==> src/rtl/twos_complement_serial_if.sv <==
// Handshake bus for the bit-serial two's complement unit.
// master drives operands and consumes results; slave is the unit itself.
interface twos_complement_serial_if #(
  parameter int unsigned WIDTH = 8
);
  logic             in_valid;
  logic             in_ready;
  logic [WIDTH-1:0] a;
  logic [1:0]       mode;
  logic             out_valid;
  logic             out_ready;
  logic [WIDTH-1:0] b;
  logic             ovf;

  modport master (
    output in_valid, a, mode, out_ready,
    input  in_ready, out_valid, b, ovf
  );

  modport slave (
    input  in_valid, a, mode, out_ready,
    output in_ready, out_valid, b, ovf
  );
endinterface

==> src/rtl/twos_complement_serial.sv <==
// Bit-serial pass / negate / abs / saturating-negate, LSB first, one bit per clock.
// Result and overflow are published together when the last bit has been processed.
module twos_complement_serial #(
  parameter int unsigned WIDTH = 8
) (
  input  logic                     clk,
  input  logic                     rst,
  twos_complement_serial_if.slave  bus
);
  localparam int unsigned CW = $clog2(WIDTH);

  typedef enum logic [1:0] {IDLE, SHIFT, DONE} state_t;

  state_t           state, state_nx;
  logic [WIDTH-1:0] sr;
  logic [WIDTH-1:0] res;
  logic [CW-1:0]    cnt;
  logic             seen;
  logic             neg_q;
  logic             sat_q;
  logic [WIDTH-1:0] b_q;
  logic             ovf_q;

  logic             abit;
  logic             obit;
  logic             last;
  logic             is_min;

  assign abit   = sr[0];
  assign obit   = (neg_q && seen) ? ~abit : abit;
  assign last   = (cnt == CW'(WIDTH - 1));
  // Final bit set with all lower bits clear means the operand is the most negative value.
  assign is_min = neg_q & abit & ~seen;

  always_ff @(posedge clk or posedge rst) begin
    if (rst) state <= IDLE;
    else     state <= state_nx;
  end

  always_comb begin
    state_nx = state;
    case (state)
      IDLE:    if (bus.in_valid) state_nx = SHIFT;
      SHIFT:   if (last)          state_nx = DONE;
      DONE:    if (bus.out_ready) state_nx = IDLE;
      default: state_nx = IDLE;
    endcase
  end

  always_comb begin
    bus.in_ready  = (state == IDLE);
    bus.out_valid = (state == DONE);
  end

  always_ff @(posedge clk or posedge rst) begin
    if (rst) begin
      sr    <= '0;
      res   <= '0;
      cnt   <= '0;
      seen  <= 1'b0;
      neg_q <= 1'b0;
      sat_q <= 1'b0;
      b_q   <= '0;
      ovf_q <= 1'b0;
    end else begin
      case (state)
        IDLE: begin
          if (bus.in_valid) begin
            sr    <= bus.a;
            neg_q <= bus.mode[0] | (bus.mode[1] & bus.a[WIDTH-1]);
            sat_q <= &bus.mode;
            cnt   <= '0;
            seen  <= 1'b0;
          end
        end
        SHIFT: begin
          sr   <= sr >> 1;
          res  <= {obit, res[WIDTH-1:1]};
          seen <= seen | abit;
          cnt  <= cnt + CW'(1);
          if (last) begin
            if (is_min && sat_q) b_q <= {1'b0, {(WIDTH-1){1'b1}}};
            else                 b_q <= {obit, res[WIDTH-1:1]};
            ovf_q <= is_min;
          end
        end
        default: ;
      endcase
    end
  end

  assign bus.b   = b_q;
  assign bus.ovf = ovf_q;
endmodule

==> src/flat_wrapper.sv <==
// flat-port wrapper written by rule: the top's interface ports become plain ports
module twos_complement_serial_flat 
#(
  parameter int unsigned WIDTH = 8
)
  (clk, rst, bus_in_valid, bus_a, bus_mode, bus_out_ready, bus_in_ready, bus_out_valid, bus_b, bus_ovf);
  twos_complement_serial_if #(.WIDTH(WIDTH)) bus_i ();
  input  logic clk;
  input  logic rst;
  input wire logic [$bits(bus_i.in_valid)-1:0] bus_in_valid;
  input wire logic [$bits(bus_i.a)-1:0] bus_a;
  input wire logic [$bits(bus_i.mode)-1:0] bus_mode;
  input wire logic [$bits(bus_i.out_ready)-1:0] bus_out_ready;
  output wire logic [$bits(bus_i.in_ready)-1:0] bus_in_ready;
  output wire logic [$bits(bus_i.out_valid)-1:0] bus_out_valid;
  output wire logic [$bits(bus_i.b)-1:0] bus_b;
  output wire logic [$bits(bus_i.ovf)-1:0] bus_ovf;
  assign bus_i.in_valid = bus_in_valid;
  assign bus_i.a = bus_a;
  assign bus_i.mode = bus_mode;
  assign bus_i.out_ready = bus_out_ready;
  assign bus_in_ready = bus_i.in_ready;
  assign bus_out_valid = bus_i.out_valid;
  assign bus_b = bus_i.b;
  assign bus_ovf = bus_i.ovf;
  twos_complement_serial #(.WIDTH(WIDTH)) u_core (.clk(clk), .rst(rst), .bus(bus_i));
endmodule
==> config.mk <==
export PLATFORM = sky130hd
export DESIGN_NAME = twos_complement_serial_flat
export DESIGN_NICKNAME = d
export VERILOG_FILES = /design/src/rtl/twos_complement_serial_if.sv /design/src/rtl/twos_complement_serial.sv /design/src/flat_wrapper.sv
export SDC_FILE = /design/constraint.sdc
export NUM_CORES = 1
export LEC_CHECK = 0
export CORE_MARGIN = 2
export CORE_UTILIZATION = 29
export CTS_CLUSTER_DIAMETER = 40
export DETAILED_ROUTE_END_ITERATION = 8
export GPL_TIMING_DRIVEN = 0
export MAX_ROUTING_LAYER = met4
export PLACE_DENSITY = 0.56
export SLEW_MARGIN = 20
export SYNTH_ARGS = -nofsm -noshare
export SYNTH_HDL_FRONTEND = slang
export SYNTH_SLANG_ARGS = --single-unit
==> constraint.sdc <==
create_clock -name clk -period 2.2 [get_ports clk]
set_clock_uncertainty 0.15 [all_clocks]
set_input_delay 0.22 -clock clk [delete_from_list [all_inputs] [get_ports clk]]
set_output_delay 0.22 -clock clk [all_outputs]
set_load 0.005 [all_outputs]
======== Yosys cells after proc, flatten, opt, wreduce, memory -nomap -nowiden ========
Index checks and enable logic that the tools add are counted.
cells by class
  $add $sub $neg .......................... 1
  equal/unequal tests ..................... 6
  mux-type cells .......................... 12
  bitwise operators ....................... 7
  reductions and logical operators ........ 9
operator list
  kind                   count
  $mux W8                2
  $pmux W8 S2            1
  $reduce_and A2 Y1      4
  $mux W2                3
  $pmux W2 S3            1
  $pmux W3 S2            1
  $ne A2 B2 Y1 const B   2
  $add A3 B1 Y3 const B  1
  $and A1 B1 Y1          3
  $eq A3 B3 Y1 const B   1
  $mux W3                1
  $reduce_and A3 Y1      1
  $eq A2 B1 Y1 const B   1
  $eq A2 B2 Y1 const B   1
  $logic_and A1 B1 Y1    2
  $logic_not A2 Y1       1
  $mux W1                2
  $ne A2 B1 Y1 const B   1
  $not A1 Y1             2
  $or A1 B1 Y1           2
  $pmux W1 S2            1
  $reduce_bool A2 Y1     1
word-level totals
  bits in registers ....................... 33

======== Logic depth before layout (Yosys ltp) ========
Gate-level depths: netlist of the first run.
  depth in word-level cells ............... 4
  gate-level depth with buffers ........... 6

======== Least setup slack after synthesis of the first run ========
No wires, ideal clock.
  kind .................................... register to register
  from .................................... register u_core.cnt[0]
  to ...................................... register u_core.state[1]
  setup time .............................. 118 ps
  data arrival time ....................... 1344 ps
  data required time ...................... 1932 ps
  slack ................................... 588 ps
  cell stages (with the launch flop) ...... 7
  buffers on the path ..................... 2
  period minus slack after synthesis ...... 1612 ps
  cells stage by stage .................... dfrtp_1 -> ha_1 -> ha_1 -> and3b_1 -> buf_2 -> buf_2 -> a21o_1
between the ends
  longest elaborated chain between the ends .. 3
RTL lines
  what                                RTL line                      source
  from (decl)                         twos_complement_serial.sv:17  logic [CW-1:0] cnt;
  from (signal assigned)              twos_complement_serial.sv:80  cnt <= cnt + CW'(1);
  $eq A3 B3 Y1                        twos_complement_serial.sv:31  assign last = (cnt == CW'(WIDTH - 1));
  $ne A2 B1 Y1 (no source line)       --
  $reduce_and A3 Y1 (no source line)  --
  to (signal assigned)                twos_complement_serial.sv:37  else state <= state_nx;
  to (decl)                           twos_complement_serial.sv:14  state_t state, state_nx;
No other way between the ends.
A chain may end at the register's enable or synchronous reset.

======== Worst setup path after layout of the first run ========
  from .................................... register u_core.state[0]
  to ...................................... output port bus_out_valid
between the ends
  longest elaborated chain between the ends .. 1
RTL lines
  what          RTL line                      source
  $eq A2 B2 Y1  twos_complement_serial.sv:52  bus.out_valid = (state == DONE);
  to (decl)     flat_wrapper.sv:15            output wire logic [$bits(bus_i.out_valid)-1:0] bus_out_valid;
No other way between the ends.

==> results of run 1 <==
## area by class of cell
class                      count  area (µm²)  area share, %
sequential                    32         801           44.3
tap                           54        67.6           3.74
clock buffer                   6        72.6           4.02
buffer                         9        62.6           3.46
inverter                       3        11.3          0.623
timing repair buffer          24         240           13.3
multi-input combinational    102         517           28.6
clock inverter                 2        35.0           1.94
## path summary, 6_finish.rpt
check | from | end | slack [ps] | cells after the start
max in group asynchronous | rst | u_core.sr[3]$_DFFE_PP0P_ | 1270 | 2
setup / recovery | u_core.state[0]$_DFFE_PP0P_ | bus_out_valid | 350 | 2
setup reg to reg | u_core.cnt[0]$_DFFE_PP0P_ | u_core.state[1]$_DFFE_PP0P_ | 460 | 6
hold / removal | rst | u_core.state[1]$_DFFE_PP0P_ | 200 | 2
hold reg to reg | u_core.res[1]$_DFFE_PP0P_ | u_core.res[1]$_DFFE_PP0P_ | 330 | 2
min in group clk | u_core.res[1]$_DFFE_PP0P_ | u_core.res[1]$_DFFE_PP0P_ | 330 | 2
## metrics by stage
stage | setup slack, ps | util [%] | hold WS (ps)
floorplan | 588 | - | 175
global placement | 428 | 36.5 | 317
detailed placement | 416 | 36.5 | 324
CTS | 331 | 38.8 | 225
global route | 278 | 38.8 | 272
finish | 350 | 38.8 | 198
## cells in the final DEF (no fill, tap or decap), types with 4 or more instances in the layout
master            n
o22ai_1           5
nand3_1           5
buf_2             5
nor2_1           25
dfrtp_1          32
o21ai_0           4
a21oi_1           9
nand2_1          30
clkdlybuf4s50_1  24
nor3_1            7
clkbuf_8          5
## power breakdown
part           switching [mW]  internal, mW  total [mW]
combinational           0.501         0.524        1.03
sequential              0.201         0.878        1.08
clock                   0.211         0.336       0.546
## metal layers
metal,vias to the layer above,GRT usage (%),share of wire [%]
met1,517,15.7,48
li1,550,-,-
met5,-,-,0
met3,2,4.94,4.3
met4,0,4.32,0.42
met2,26,18.3,47
## cells in the mapped netlist, drive strengths merged, types with 2 or more instances
library cell / count
dfrtp: 32
nand2: 30
nor2: 25
a21oi: 9
buf: 8
nor3: 7
o22ai: 7
nand3: 5
o21ai: 5
inv: 3
a31oi: 2
ha: 2
## flip-flops by register name, indices dropped and copies added, names as in the netlist
signal	flops
u_core.bus.b	8
u_core.bus.ovf	1
u_core.cnt	3
u_core.neg_q	1
u_core.res	7
u_core.sat_q	1
u_core.seen	1
u_core.sr	8
u_core.state	2
## kinds of logic (layout without fill, tap and decap cells)
| kind of cell | Yosys count | count (layout) | share of synthesized area [%] |
|---|---|---|---|
| flops | 32 | 32 | 57.6 |
| compound gates | 24 | 24 | 10.8 |
| buf+inv | 12 | 44 | 5.30 |
| simple gates | 76 | 76 | 24.6 |
| fa+ha+maj | 2 | 2 | 1.80 |
==> results.py, run 1 <==
metrics = {
    "critical_path": {
        "critPathArrivalTime_ps": 1480,
        "critPathKind": "flop to primary output",
        "path_max_fanout": 7,
        "slowest_delay_ps": 510,
        "critPathLaunchType": "flop",
        "worstPathCellList": "and2b_1, clkdlybuf4s50_1",
        "crit_buf_inv": 1,
        "timing.critical_path.required_ps": 1830,
        "crit_path_top_delay_cell": "clkdlybuf4s50_1",
        "endpoint_kind": "primary output",
        "critPathTopFamily": "buffers and inverters",
    },
    "yosys": {
        "netlist_instances": 146,
        "synth_nets": 162,
        "netlist_area_um2": 1390,
        "synth_edf_count": 0,
        "ys_async_sr_fraction_pct": 100,
        "synth_top_cell_area_share_pct": 57.6,
        "ys_ff_latch": 32,
        "ys_seq_area_share_pct": 57.6,
        "synthFlopType": "dfrtp_1",
        "yosysTopAreaCell": "dfrtp_1",
        "synthDistinctLibCells": 28,
        "synth_area_leaders": "dfrtp_1 (58%), nand2_1 (8.1%), nor2_1 (6.7%), a21oi_1 (3.2%), nor3_1 (2.5%)",
        "avgSynthCellArea_um2": 9.53,
        "ys_warn_count": 0,
    },
    "sta": {
        "period_share_pct": 84.1,
        "max_freq_mhz": 541,
        "setup_viol": 0,
        "rsz0062_at_grt": "false",
        "hold_violations": 0,
        "fin_crit_ps": 1850,
        "fin_setup_tns_ps": 0,
        "worstMarginPinSlew_ps": 656,
        "slew_headroom_pct": 56.2,
        "finalMaxSlewViolations": 0,
    },
    "cts": {
        "cts_buffer_depth": 2,
        "post-cts-setup-buffers": 0,
        "cts_tree": "done",
        "cts_made_buffers": 5,
        "clock-sinks": 32,
        "cts-resized-gates": 0,
        "htreeDepth": 2,
        "hold_buffers": 0,
        "clkLatencyLatePin_ps": 290,
        "cts.clk_slew.worst_paths_ps": 70,
        "clockRootBuffer": "clkbuf_8",
    },
    "placement": {
        "numPortBuffers": 24,
        "place_congestion": 0.719,
        "dpl.hpwl_um": 2000,
        "post_dp_cell_area_um2": 1700,
        "dp.cells": 224,
    },
    "detailed_routing": {
        "dr.pass1.iters": 4,
        "drcViolationCount": 0,
        "num_vias": 1095,
        "ant_nets": 0,
        "vias_per_cell": 4.72,
        "wl_um": 2820,
        "dr.first_iter.drc_count": 43,
        "wl_per_cell_um": 12.2,
    },
    "grt": {
        "grt_max_degree": 33,
        "grt_first_pass_wirelength_um": 4970,
        "antenna_found_initial": 0,
        "grt-ovfl-total": 0,
        "grt_use_total_pct": 12.5,
        "grt_pass1_vias": 1061,
    },
    "finish": {
        "drive_gt1_share_pct": 11.8,
        "diodes": 0,
        "fill_cells": 457,
        "final_area_um2": 1810,
        "areaGrowthSynthToFinish_pct": 29.9,
        "fin_cells": 232,
        "nets": 193,
    },
    "floorplanning": {
        "start_util_pct": 29.9,
        "rows": 25,
        "coreArea_um2": 4660,
        "die_area_um2": 5370,
        "die_height_um": 73.3,
        "fp.dieW_um": 73.3,
        "io_pins": 25,
    },
    "status": {
        "status": "finished clean",
    },
    "pwr": {
        "peakVddDrop_v": 0.000522,
        "power_mw": 2.65,
        "power_density_nw_per_um2": 1470,
        "p_leak_nw": 0.832,
    },
    "worst_hold_path": {
        "holdCritPathClass": "input port to asynchronous set/reset pin",
    },
    "flow_run": {
        "maxCapViolations": 0,
    },
}
Note: power is estimated with default switching activity, not from simulation.
==> run 2, diff against run 1 <==
- clock period: 2.2 -> 1.9 ns (I/O delays scaled with it)
==> results of run 2 <==
Same layout as run 1 (identical final DEF). Status: finished clean.
Main changes from that run: setup slack after placement 416 ps -> 146 ps; setup slack after layout 350 ps -> 80.3 ps; hold slack 198 ps -> 168 ps; register-to-register setup slack 460 ps -> 160 ps; total power 2.65 mW -> 3.07 mW; worst IR drop on VDD 0.000522 V -> 0.000605 V
==> run 3, diff against run 2 <==
- ABC_AREA: default -> 1
==> results.py, run 3 <==
metrics = {
    "status": {
        "status": "finished clean",
    },
    "critical_path": {
        "timing.critical_path.required_ps": 1560,
        "endpoint_kind": "primary output",
        "critPathArrivalTime_ps": 1480,
        "critPathKind": "flop to primary output",
        "path_max_fanout": 6,
        "critPathLaunchType": "flop",
        "r2r_start": "u_core.cnt[0]$_DFFE_PP0P_",
        "critPathLaunch": "u_core.state[0]$_DFFE_PP0P_",
    },
    "placement": {
        "place_congestion": 0.763,
        "pre_cts_ws_ps": 368,
        "numPortBuffers": 24,
        "post_dp_cell_area_um2": 1710,
        "dp.cells": 256,
        "dpl.hpwl_um": 2010,
    },
    "cts": {
        "cts_tree": "done",
        "hold_buffers": 0,
        "clock-sinks": 32,
        "cts.clk_slew.worst_paths_ps": 60,
        "post-cts-setup-buffers": 0,
        "cts-resized-gates": 0,
        "htreeDepth": 2,
        "clockRootBuffer": "clkbuf_8",
        "clkLatencyLatePin_ps": 270,
        "cts_buffer_depth": 2,
        "cts_made_buffers": 5,
    },
    "grt": {
        "grt-ovfl-total": 0,
        "grt_first_pass_wirelength_um": 4820,
        "antenna_found_initial": 0,
        "grt_max_degree": 33,
        "grt_use_total_pct": 12.3,
        "grt_pass1_vias": 1054,
    },
    "pwr": {
        "p_int_mw": 1.74,
        "pwr-share-clk_pct": 20.6,
        "peakVddDrop_v": 0.000652,
        "p_seq_share_pct": 42.4,
        "pwr-share-comb_pct": 37.0,
        "switching_share_pct": 35.3,
        "p_sw_mw": 0.948,
        "p_leak_nw": 0.959,
        "power_density_nw_per_um2": 1480,
    },
    "floorplanning": {
        "io_pins": 25,
        "rows": 25,
        "coreArea_um2": 4690,
        "die_area_um2": 5420,
        "die_height_um": 73.6,
        "fp.dieW_um": 73.6,
        "start_util_pct": 30.0,
    },
    "finish": {
        "fin_cells": 263,
        "final_area_um2": 1810,
        "areaGrowthSynthToFinish_pct": 28.7,
        "diodes": 0,
        "final_common_cell": "nand2_1",
        "layout_common_cells": "nand2_1 (100), dfrtp_1 (32), clkdlybuf4s50_1 (24)",
        "nets": 225,
        "drive_gt1_share_pct": 7.66,
    },
    "detailed_routing": {
        "wl_per_cell_um": 10.6,
        "ant_nets": 0,
        "dr.first_iter.drc_count": 58,
        "drcViolationCount": 0,
        "num_vias": 1141,
        "wl_um": 2790,
        "vias_per_cell": 4.34,
        "dr.pass1.iters": 4,
    },
    "sta": {
        "max_freq_mhz": 549,
        "slew_headroom_pct": 56.3,
        "worstMarginPinSlew_ps": 654,
        "fin_crit_ps": 1820,
        "hold_violations": 0,
        "fin_setup_tns_ps": 0,
        "rsz0062_at_grt": "false",
        "finalMaxSlewViolations": 0,
        "period_share_pct": 95.8,
        "finalWorstSetupSlack_ps": 79.1,
        "setup_viol": 0,
    },
    "yosys": {
        "synth_top_cell_area_share_pct": 56.9,
        "synthTopCellsByCount": "nand2_1 (100), dfrtp_1 (32), inv_1 (14), o21ai_0 (11), buf_2 (5)",
        "yosysMostFrequentCell": "nand2_1",
        "avgSynthCellArea_um2": 7.90,
        "ys_async_sr_fraction_pct": 100,
        "ys_warn_count": 0,
        "netlist_area_um2": 1410,
        "ys_ff_latch": 32,
        "netlist_instances": 178,
        "synthDistinctLibCells": 14,
        "synth_area_leaders": "dfrtp_1 (57%), nand2_1 (27%), o21ai_0 (3.9%), inv_1 (3.7%), buf_2 (1.8%)",
        "synth_edf_count": 0,
        "synthFlopType": "dfrtp_1",
        "yosysTopAreaCell": "dfrtp_1",
        "ys_seq_area_share_pct": 56.9,
        "synth_nets": 194,
    },
    "flow_run": {
        "maxCapViolations": 0,
    },
    "worst_hold_path": {
        "holdCritPathClass": "input port to asynchronous set/reset pin",
    },
}
## run 3: cell count changes in the layout (fill, tap and decap cells not counted), sizes merged, moves of 3 or more
cell,before,now
nand2,30,100
nor3,7,0
a21oi,9,2
nor2,25,4
inv,3,15
buf,8,5
o21ai,5,13
o22ai,7,0
## run 3: layer usage
layer	vias to the layer above	GRT usage, %	wire, µm
met5	-	-	0
met4	0	4.24	14
met3	2	4.12	98
met2	21	17.8	1270
met1	515	16.1	1410
li1	603	-	-
## run 3: worst paths after layout
kind / endpoint / slack, ps / cells after the start
setup / recovery: bus_in_ready / 80 / 2
hold / removal: u_core.bus.b[6]$_DFFE_PP0P_ / 180 / 2
setup reg to reg: u_core.state[1]$_DFFE_PP0P_ / 410 / 5
hold reg to reg: u_core.bus.b[2]$_DFFE_PP0P_ / 330 / 2
max in group asynchronous: u_core.sr[3]$_DFFE_PP0P_ / 1000 / 2
min in group clk: u_core.bus.b[2]$_DFFE_PP0P_ / 330 / 2
## run 3: final cells by class
class	count	area (µm²)
well taps	54	67.6
clock buffers	7	96.3
multi-input cells	126	524
flip-flops and latches	32	801
plain buffers	5	25.0
repair buffers	24	240
fillers	505	2880
inverters	15	56.3
## run 3: stage by stage
| stage | power [mW] | hold slack [ps] | util, % |
|---|---|---|---|
| 2_1_floorplan | 1.77 | 136 | - |
| 3_3_place_gp | 2.16 | 311 | 36.5 |
| 3_5_place_dp | 2.17 | 315 | 36.5 |
| 4_1_cts | 2.73 | 204 | 38.6 |
| 5_1_grt | 2.95 | 251 | 38.6 |
| 6_report | 2.69 | 175 | 38.6 |
## run 3: worst max-delay path: stages, from the launching register on
cell,delay [ps]
dfrtp_1,440
nor2_1,230
clkdlybuf4s50_1,540
## run 3: cell families after synthesis
family | count (synthesis) | share of synthesized area, %
AND/OR/NAND/NOR | 108 | 29.6
flip-flops | 32 | 56.9
buffers and inverters | 20 | 5.78
AO/OA/AOI/OAI | 16 | 5.87
adder cells (fa/ha/maj) | 2 | 1.78
## run 3: power by group through the flow
stage / logic, mW / clock network, mW / registers (mW)
2_1_floorplan: 0.642 / 0 / 1.13
3_3_place_gp: 1.01 / 0 / 1.15
3_5_place_dp: 1.02 / 0 / 1.15
4_1_cts: 1.02 / 0.569 / 1.14
5_1_grt: 1.16 / 0.601 / 1.18
6_report: 0.994 / 0.552 / 1.14
